[src/rtl/sobel_frame_sequencer.sv]
// Streams one Avalon-ST frame into the Sobel core, starts it, waits for done, and streams the result out.
// Sink writes are combinational with the accepted beat; the source starts 2 edges after done is sampled and holds its beat while stalled.
module sobel_frame_sequencer #(
    parameter int  IMG_X_SIZE = 320,
    parameter int  IMG_Y_SIZE = 240,
    parameter int  CNT_W      = 16,
    localparam int N          = IMG_X_SIZE * IMG_Y_SIZE,
    localparam int ADDR_W     = (N > 1) ? $clog2(N) : 1
) (
    input  logic              csi_clkrst_clk,
    input  logic              csi_clkrst_reset,
    input  logic [7:0]        asi_sink1_data,
    input  logic              asi_sink1_startofpacket,
    input  logic              asi_sink1_endofpacket,
    input  logic              asi_sink1_valid,
    output logic              asi_sink1_ready,
    input  logic              aso_source1_ready,
    output logic [7:0]        aso_source1_data,
    output logic              aso_source1_startofpacket,
    output logic              aso_source1_endofpacket,
    output logic              aso_source1_valid,
    output logic              core_wr_en_o,
    output logic [ADDR_W-1:0] core_wr_addr_o,
    output logic [7:0]        core_wr_data_o,
    output logic              core_start_o,
    input  logic              core_done_i,
    output logic [ADDR_W-1:0] core_rd_addr_o,
    input  logic [7:0]        core_rd_data_i,
    output logic              frame_err_o,
    output logic [CNT_W-1:0]  frame_cnt_o
);

    // One extra counter bit so the read pointer can reach N when N is a power of two.
    localparam int            CW     = ADDR_W + 1;
    localparam logic [CW-1:0] N_C    = CW'(N);
    localparam logic [CW-1:0] LAST_C = CW'(N - 1);

    typedef enum logic [2:0] {
        S_IDLE,
        S_LOAD,
        S_DISCARD,
        S_START,
        S_PROC,
        S_DRAIN
    } state_t;

    typedef struct packed {
        logic [7:0] dat;
        logic       sop;
        logic       eop;
    } beat_t;

    state_t           state;
    logic [CW-1:0]    pix_cnt;
    logic [CW-1:0]    rd_cnt;
    logic [1:0]       occ;
    logic             inflight;
    logic             infl_sop;
    logic             infl_eop;
    beat_t            ent0;
    beat_t            ent1;
    logic             frame_err_q;
    logic [CNT_W-1:0] frame_cnt_q;

    logic             sink_beat;
    logic             new_frame;
    logic             pix_in_frame;
    logic [CW-1:0]    pix_idx;
    logic [CW-1:0]    pix_nxt;
    logic             pop;
    logic             push;
    logic [2:0]       lvl;
    logic             issue;
    logic             last_pop;
    beat_t            new_ent;

    assign asi_sink1_ready = (state == S_IDLE) || (state == S_LOAD) || (state == S_DISCARD);
    assign sink_beat       = asi_sink1_valid & asi_sink1_ready;
    assign new_frame       = sink_beat & asi_sink1_startofpacket &
                             ((state == S_IDLE) || (state == S_LOAD));
    assign pix_in_frame    = new_frame | (sink_beat & (state == S_LOAD));
    assign pix_idx         = new_frame ? '0 : pix_cnt;
    assign pix_nxt         = pix_idx + CW'(1);

    assign core_wr_en_o    = pix_in_frame;
    assign core_wr_addr_o  = pix_idx[ADDR_W-1:0];
    assign core_wr_data_o  = asi_sink1_data;
    assign core_start_o    = (state == S_START);
    assign core_rd_addr_o  = rd_cnt[ADDR_W-1:0];

    assign aso_source1_valid         = (occ != 2'd0);
    assign aso_source1_data          = ent0.dat;
    assign aso_source1_startofpacket = ent0.sop;
    assign aso_source1_endofpacket   = ent0.eop;
    assign frame_err_o               = frame_err_q;
    assign frame_cnt_o               = frame_cnt_q;

    // Reads are only issued when the buffer is guaranteed room for the returning data.
    assign pop      = aso_source1_valid & aso_source1_ready;
    assign push     = inflight;
    assign lvl      = {1'b0, occ} + {2'b00, inflight} - {2'b00, pop};
    assign issue    = (state == S_DRAIN) && (rd_cnt < N_C) && (lvl < 3'd2);
    assign last_pop = pop & ent0.eop;
    assign new_ent  = {core_rd_data_i, infl_sop, infl_eop};

    always_ff @(posedge csi_clkrst_clk) begin
        if (csi_clkrst_reset) begin
            state       <= S_IDLE;
            pix_cnt     <= '0;
            rd_cnt      <= '0;
            occ         <= 2'd0;
            inflight    <= 1'b0;
            infl_sop    <= 1'b0;
            infl_eop    <= 1'b0;
            ent0        <= '0;
            ent1        <= '0;
            frame_err_q <= 1'b0;
            frame_cnt_q <= '0;
        end else begin
            frame_err_q <= 1'b0;

            if (pix_in_frame) begin
                if ((state == S_LOAD) && asi_sink1_startofpacket) begin
                    frame_err_q <= 1'b1;
                end
                if (asi_sink1_endofpacket) begin
                    pix_cnt <= '0;
                    if (pix_nxt == N_C) begin
                        state <= S_START;
                    end else begin
                        frame_err_q <= 1'b1;
                        state       <= S_IDLE;
                    end
                end else if (pix_nxt == N_C) begin
                    pix_cnt <= '0;
                    state   <= S_DISCARD;
                end else begin
                    pix_cnt <= pix_nxt;
                    state   <= S_LOAD;
                end
            end

            case (state)
                S_DISCARD: begin
                    if (sink_beat && asi_sink1_endofpacket) begin
                        frame_err_q <= 1'b1;
                        state       <= S_IDLE;
                    end
                end
                S_START: state <= S_PROC;
                S_PROC: begin
                    if (core_done_i) begin
                        state <= S_DRAIN;
                    end
                end
                S_DRAIN: begin
                    if (last_pop) begin
                        state       <= S_IDLE;
                        frame_cnt_q <= frame_cnt_q + CNT_W'(1);
                    end
                end
                default: ;
            endcase

            inflight <= issue;
            if (issue) begin
                infl_sop <= (rd_cnt == '0);
                infl_eop <= (rd_cnt == LAST_C);
                rd_cnt   <= rd_cnt + CW'(1);
            end

            if (pop) begin
                if (occ == 2'd2) begin
                    ent0 <= ent1;
                    if (push) begin
                        ent1 <= new_ent;
                    end
                end else if (push) begin
                    ent0 <= new_ent;
                end
            end else if (push) begin
                if (occ == 2'd0) begin
                    ent0 <= new_ent;
                end else begin
                    ent1 <= new_ent;
                end
            end
            occ <= occ + {1'b0, push} - {1'b0, pop};

            if (last_pop) begin
                rd_cnt   <= '0;
                occ      <= 2'd0;
                inflight <= 1'b0;
            end
        end
    end

endmodule

[config.mk]
export PLATFORM = sky130hd
export DESIGN_NAME = sobel_frame_sequencer
export DESIGN_NICKNAME = d
export VERILOG_FILES = /design/src/rtl/sobel_frame_sequencer.sv
export SDC_FILE = /design/constraint.sdc
export NUM_CORES = 1
export LEC_CHECK = 0
export BUFFER_PORTS_ARGS = -buffer_cell sky130_fd_sc_hd__buf_2
export CORE_UTILIZATION = 55
export DETAILED_ROUTE_END_ITERATION = 10
export GPL_ROUTABILITY_DRIVEN = 1
export GPL_TIMING_DRIVEN = 0
export PLACE_DENSITY = 0.81
export SYNTH_ARGS = -nofsm -noshare
export SYNTH_HDL_FRONTEND = slang
export SYNTH_SLANG_ARGS = --single-unit
[constraint.sdc]
create_clock -name csi_clkrst_clk -period 4.97 [get_ports csi_clkrst_clk]
set_clock_uncertainty 0.15 [all_clocks]
set_input_delay 0 -clock csi_clkrst_clk [delete_from_list [all_inputs] [get_ports csi_clkrst_clk]]
set_output_delay 0 -clock csi_clkrst_clk [all_outputs]
set_load 0.1 [all_outputs]
==> results.md, run 1 <==
* Vias post-DR at 4280
* # rows at 32
* Pin count of the biggest net entering global routing at 16
* Die Area at 0.00832 mm^2
* Slew HR at 24.3%
* Detailed-route DRC error count at 0
* Clock Latency Late Sink at between 300 and 400 ps
* Initial core utilization at 56.7%
* DRT antenna net count at 0
* Largest family of logic cells by synthesized area: simple AND/OR/NAND/NOR gates
* XOR/XNOR Fraction of Synth Area at 7.60%
* Final Non-Filler Cells at 754
* Clock Root Buffer: clkbuf_8
* GRT overflow at 0
* Critical Path End Type: flop
* Die height at 91.2 um
* Wire per inst at 14.6 um
* Leakage power at 2.30 nW
* Worst Path Required at between 5000 and 6000 ps
* Asr flop ratio synth at 0%
* Placed Area at about 0.005 mm^2
* Fillers at just over 600
* #FFs+latches synth at 81
* Cell type with the largest total area after synthesis: dfxtp_1
* Die Wd at about 90 um
* Area Overhead vs Synth at 21.2%
* Max-slew violations at 0
* Vias in the first global route at slightly above 4000
* Pre-CTS setup slack at 369 ps
* First-pass GRT wire length at ~18000 um
* PortBufs at 86
* Core footprint at 0.00773 mm^2
* Hold_ws at ~51 ps
* Tmin final at 4600 ps
* H-Tree Depth at 3
* Synth top area cells: dfxtp_1, nor2_1, xor2_1, buf_4, nand3_1
* Dpl cells at 726
* RSZ-0062 raised after global routing: no
* Register area share after synthesis at 37.0%
* DR iter-0 viols at 192
* VDD IR max at between 0.0003 and 0.0004 V
* Worst Hold Class: in -> reg
* Initial antenna violation count at 0
* Simple-gate share of the synthesized area at about 29%
* Number of diodes at 0
* Syn Std Cell Area at between 0.004 and 0.005 mm^2
* CTS tree: yes
* Post-DP HPWL at roughly 7700 um
* Final setup fails at 0
* Clock sink count at between 80 and 90
* Vias per cell at 5.68
* Post-Route WL at 11000 um
* Top post-synthesis cells by count: nor2_1, dfxtp_1, nand2_1
* Total CTS buffers at 9
* Finished Cell Area at between 0.005 and 0.006 mm^2
* Clk buf depth at 2
* Worst-path maximum fanout at 10
* Critical path type: reg -> reg
* # Post-CTS Setup Buffers at 0
* Synth Instances at 538
* Most used standard cell by instance count after synthesis: nor2_1
* Drt pass-1 iters at 7
* Outcome: finished clean
* Data arrival time of the worst path at 4710 ps
* Post-synth EDFFs at 0
* Final Cycle Share at 92.6%
* Gr usage total at 26.9%
* Final Hold Fails at 0
* Synth Area in Compound Gates at a little under an eighth
* Routability cong. at 0.889
* Startpoint Class: flop
* MaxCap Viol Count at 0
* Clock-pin transition on the worst setup and hold timing paths at around 90 ps
* PD cells at about 280 mW/mm^2
* Synth Area in Adders at under 10%
* # IOs at 96
* Share of layout cells above drive strength 1 at 22.4%
* Syn Nets at 571
* Synth warn at 0
* Setup TNS at 0 ps
* Post-synthesis mux area share at under 10%
* Fin nets at 680
* Count of different cell masters after synthesis at between 50 and 60
* Tightest Pin Transition at around 1100 ps
* Worst setup margin at between 300 and 400 ps
* Top_reg_cell synth: dfxtp_1
* Max Clk Rate at 0.217 GHz
* Post-synth top area share at 37.0%
* Mapped Avg Cell Area at approximately 8.1 um^2
==> path summary, 6_finish.rpt <==
kind / start / to / slack (ps) / depth (start not counted)
setup reg to reg: state[2] / state[0] / 370 / 14
hold reg to reg: rd_cnt[17] / rd_cnt[17] / 310 / 2
hold / removal: asi_sink1_startofpacket / frame_err_o / 50 / 4
setup / recovery: state[2] / state[0] / 370 / 14
==> cell type report <==
type	instances	area (um^2)	share of cell area (%)
buffer	53	307	5.78
clock buffer	9	124	2.33
clock inverter	7	124	2.33
inverter	15	56.3	1.06
multi-input combinational	389	2390	45.1
sequential	81	1620	30.6
tap	102	128	2.41
timing repair buffer	98	551	10.4
==> sequential cells by signal, summed over array words and instances, names as in the netlist <==
register / cells
aso_source1_data: 8
occ: 2
infl_eop: 1
ent1: 10
rd_cnt: 18
frame_cnt_o: 16
infl_sop: 1
aso_source1_endofpacket: 1
state: 3
frame_err_o: 1
aso_source1_startofpacket: 1
inflight: 1
pix_cnt: 18
==> report_power, final <==
group / total (W) / switching (W) / internal, W
logic: 0.000225 / 0.000166 / 0.0000584
registers: 0.000668 / 0.0000122 / 0.000656
clock network: 0.000605 / 0.000266 / 0.000339
total: 0.00150 / 0.000445 / 0.00105
==> cells in the final DEF, fill, tap and decap left out, drive strengths merged, types with 14 or more instances in the layout <==
master	n
mux2i	15
clkbuf	27
buf	121
nor2	86
nand3	38
dfxtp	81
xor2	28
a21oi	14
nand2	47
inv	18
and2	18
==> cells by family (layout without fill, tap and decap cells) <==
kind of cell	count (synthesis)	in the layout
and+or+nand+nor	257	257
muxes	15	15
xor gates and xnor gates	38	38
AOI/OAI and AO/OA	69	69
DFF	81	81
buffers and inverters	68	182
adders and majority gates	10	10
==> worst max-delay path, cell delays in order (launching register included) <==
cell       delay (ps)
dfxtp_1           310
buf_2             200
nand4bb_1         280
buf_1             420
clkbuf_2          320
and2_1            180
ha_1              260
nand4_1           220
nor4_1            420
mux2i_1           320
nand3_1           100
a2111oi_0         590
ha_1              350
a222oi_1          300
nor2_1             70
==> what timing repair did <==
action	in CTS	in global routing
endpoints found under the setup margin	0	3
endpoints found under the hold margin	22	0
gates resized for setup	0	3
hold buffers	12	0
==> routing by layer <==
metal  track usage (%)  part of all wire, %  vias up
met4              14.2                  2.6        0
met1              31.7                   42     1994
met5                 0                    0        -
met2              46.0                   49      171
li1                  -                    -     2087
met3              5.36                  6.0       28
==> stage by stage <==
| step | util [%] | total power, W |
|---|---|---|
| after floorplan | - | 0.000848 |
| after global placement | 63.9 | 0.000888 |
| after detailed placement | 63.9 | 0.000893 |
| after CTS | 68.6 | 0.00150 |
| after global routing | 68.7 | 0.00154 |
| final | 68.7 | 0.00150 |
(Power assumes the default switching activity.)
==> inputs of run 2 (changes only) <==
Settings changed: CORE_UTILIZATION 55 to 40, PLACE_DENSITY 0.81 to default.
==> results.md, run 2 (same netlist as run 1, synthesis figures left out) <==
* # Post-CTS Setup Buffers at 0
* Worst-path maximum fanout at 10
* Finished Cell Area at about 0.0053 mm^2
* Total power at between 0.001 and 0.0015 W
* PD cells at around 270 mW/mm^2
* Initial antenna violation count at 0
* Drt pass-1 iters at 4
* Vias per cell at between 5 and 6
* Max-slew violations at 0
* Gr usage total at 19.8%
* Clock Latency Late Sink at approximately 360 ps
* # rows at 37
* DR iter-0 viols at roughly 180
* CTS tree: yes
* Clock-pin transition on the worst setup and hold timing paths at ~90 ps
* Vias in the first global route at approximately 3800
* Final core utilization at around 51%
* Final Non-Filler Cells at about 790
* Vias post-DR at about 4000
* Routability cong. at about 0.8
* H-Tree Depth at 3
* Die height at roughly 110 um
* Number of diodes at 0
* Final setup fails at 0
* Critical Path End Type: flop
* Setup TNS at 0 ps
* Commonest non-fill, non-tap cell in the layout: buf_2
* Core footprint at 0.0105 mm^2
* Post-Route WL at roughly 11000 um
* Tightest Pin Transition at 1070 ps
* Max Clk Rate at between 0.2 and 0.25 GHz
* Critical path type: reg -> reg
* Share of layout cells above drive strength 1 at between 20 and 25%
* First-pass GRT wire length at roughly 18000 um
* Commonest cells after routing, fill and taps aside: buf_2, nor2_1, dfxtp_1
* MaxCap Viol Count at 0
* Startpoint Class: flop
* Outcome: finished clean
* Area Overhead vs Synth at 21.7%
* # IOs at 96
* Fin nets at slightly below 700
* DRT antenna net count at 0
* Detailed-route DRC error count at 0
* Worst Hold Class: in -> reg
* VDD IR max at ~0.00014 V
* Die Area at approximately 0.011 mm^2
* Worst Path Required at 5070 ps
* Data arrival time of the worst path at around 4600 ps
* PortBufs at 86
* Pin count of the biggest net entering global routing at 16
* Clock sink count at 81
* Final Hold Fails at 0
* Clock Root Buffer: clkbuf_8
* Post-DP HPWL at slightly below 8000 um
* Final Cycle Share at around nine tenths
* Die Wd at 107 um
* Tmin final at roughly 4500 ps
* Placed Area at around 0.005 mm^2
* Dpl cells at between 700 and 800
* GRT overflow at 0
* RSZ-0062 raised after global routing: no
* Total CTS buffers at 9
* Wire per inst at about 14 um
* Slew HR at around 28%
* Clk buf depth at 2
* Leakage power at around 2.3 nW
* Initial core utilization at 41.8%
## run 2: layout make-up
type                       instances  area (um^2)
inverter                          15         56.3
tap                              136          170
fill                            1050         5130
multi-input combinational        389         2400
clock buffer                       9          124
buffer                            53          307
sequential                        81         1620
timing repair buffer              98          551
clock inverter                     7          103
## run 2: through the flow
step | hold slack, ps | setup WS (ps)
2_1_floorplan | -2.85 | 435
3_3_place_gp | 103 | 279
3_5_place_dp | 113 | 227
4_1_cts | 11.8 | 205
5_1_grt | 65.2 | 38.1
6_report | 29.0 | 439
## run 2: worst max-delay path: stages, from the launching register on
cell,delay [ps]
dfxtp_1,310
buf_2,190
nand4bb_1,290
clkbuf_2,300
clkbuf_1,410
and2_1,220
ha_1,280
nand4_1,220
nor4_1,400
mux2i_1,320
o21ai_0,220
a2111oi_4,560
nor3_2,210
a221o_1,330
## run 2: power breakdown
part / switching (W) / internal, W
sequential: 0.0000120 / 0.000656
clock: 0.000269 / 0.000288
combinational: 0.000161 / 0.0000567
total: 0.000442 / 0.00100
## run 2: worst paths after layout
kind | from | to | slack, ps | depth (start not counted)
hold / removal | asi_sink1_startofpacket | frame_err_o | 30 | 4
hold reg to reg | rd_cnt[17] | rd_cnt[17] | 300 | 2
setup / recovery | state[2] | pix_cnt[2] | 440 | 13
setup reg to reg | state[2] | pix_cnt[2] | 440 | 13
## run 2: metal layers
layer / GRT usage (%) / vias to the layer above / share of wire [%]
met2: 31.5 / 98 / 46
met1: 25.5 / 1868 / 47
met4: 7.83 / 0 / 1.1
met5: 0 / - / 0
li1: - / 2067 / -
met3: 4.86 / 8 / 5.5
## run 2: repair_timing
item                                   in CTS  in global routing
resized for setup                           0                  3
endpoints found under the hold margin      22                  0
hold buffers                               12                  0
setup endpoints to repair                   0                  5
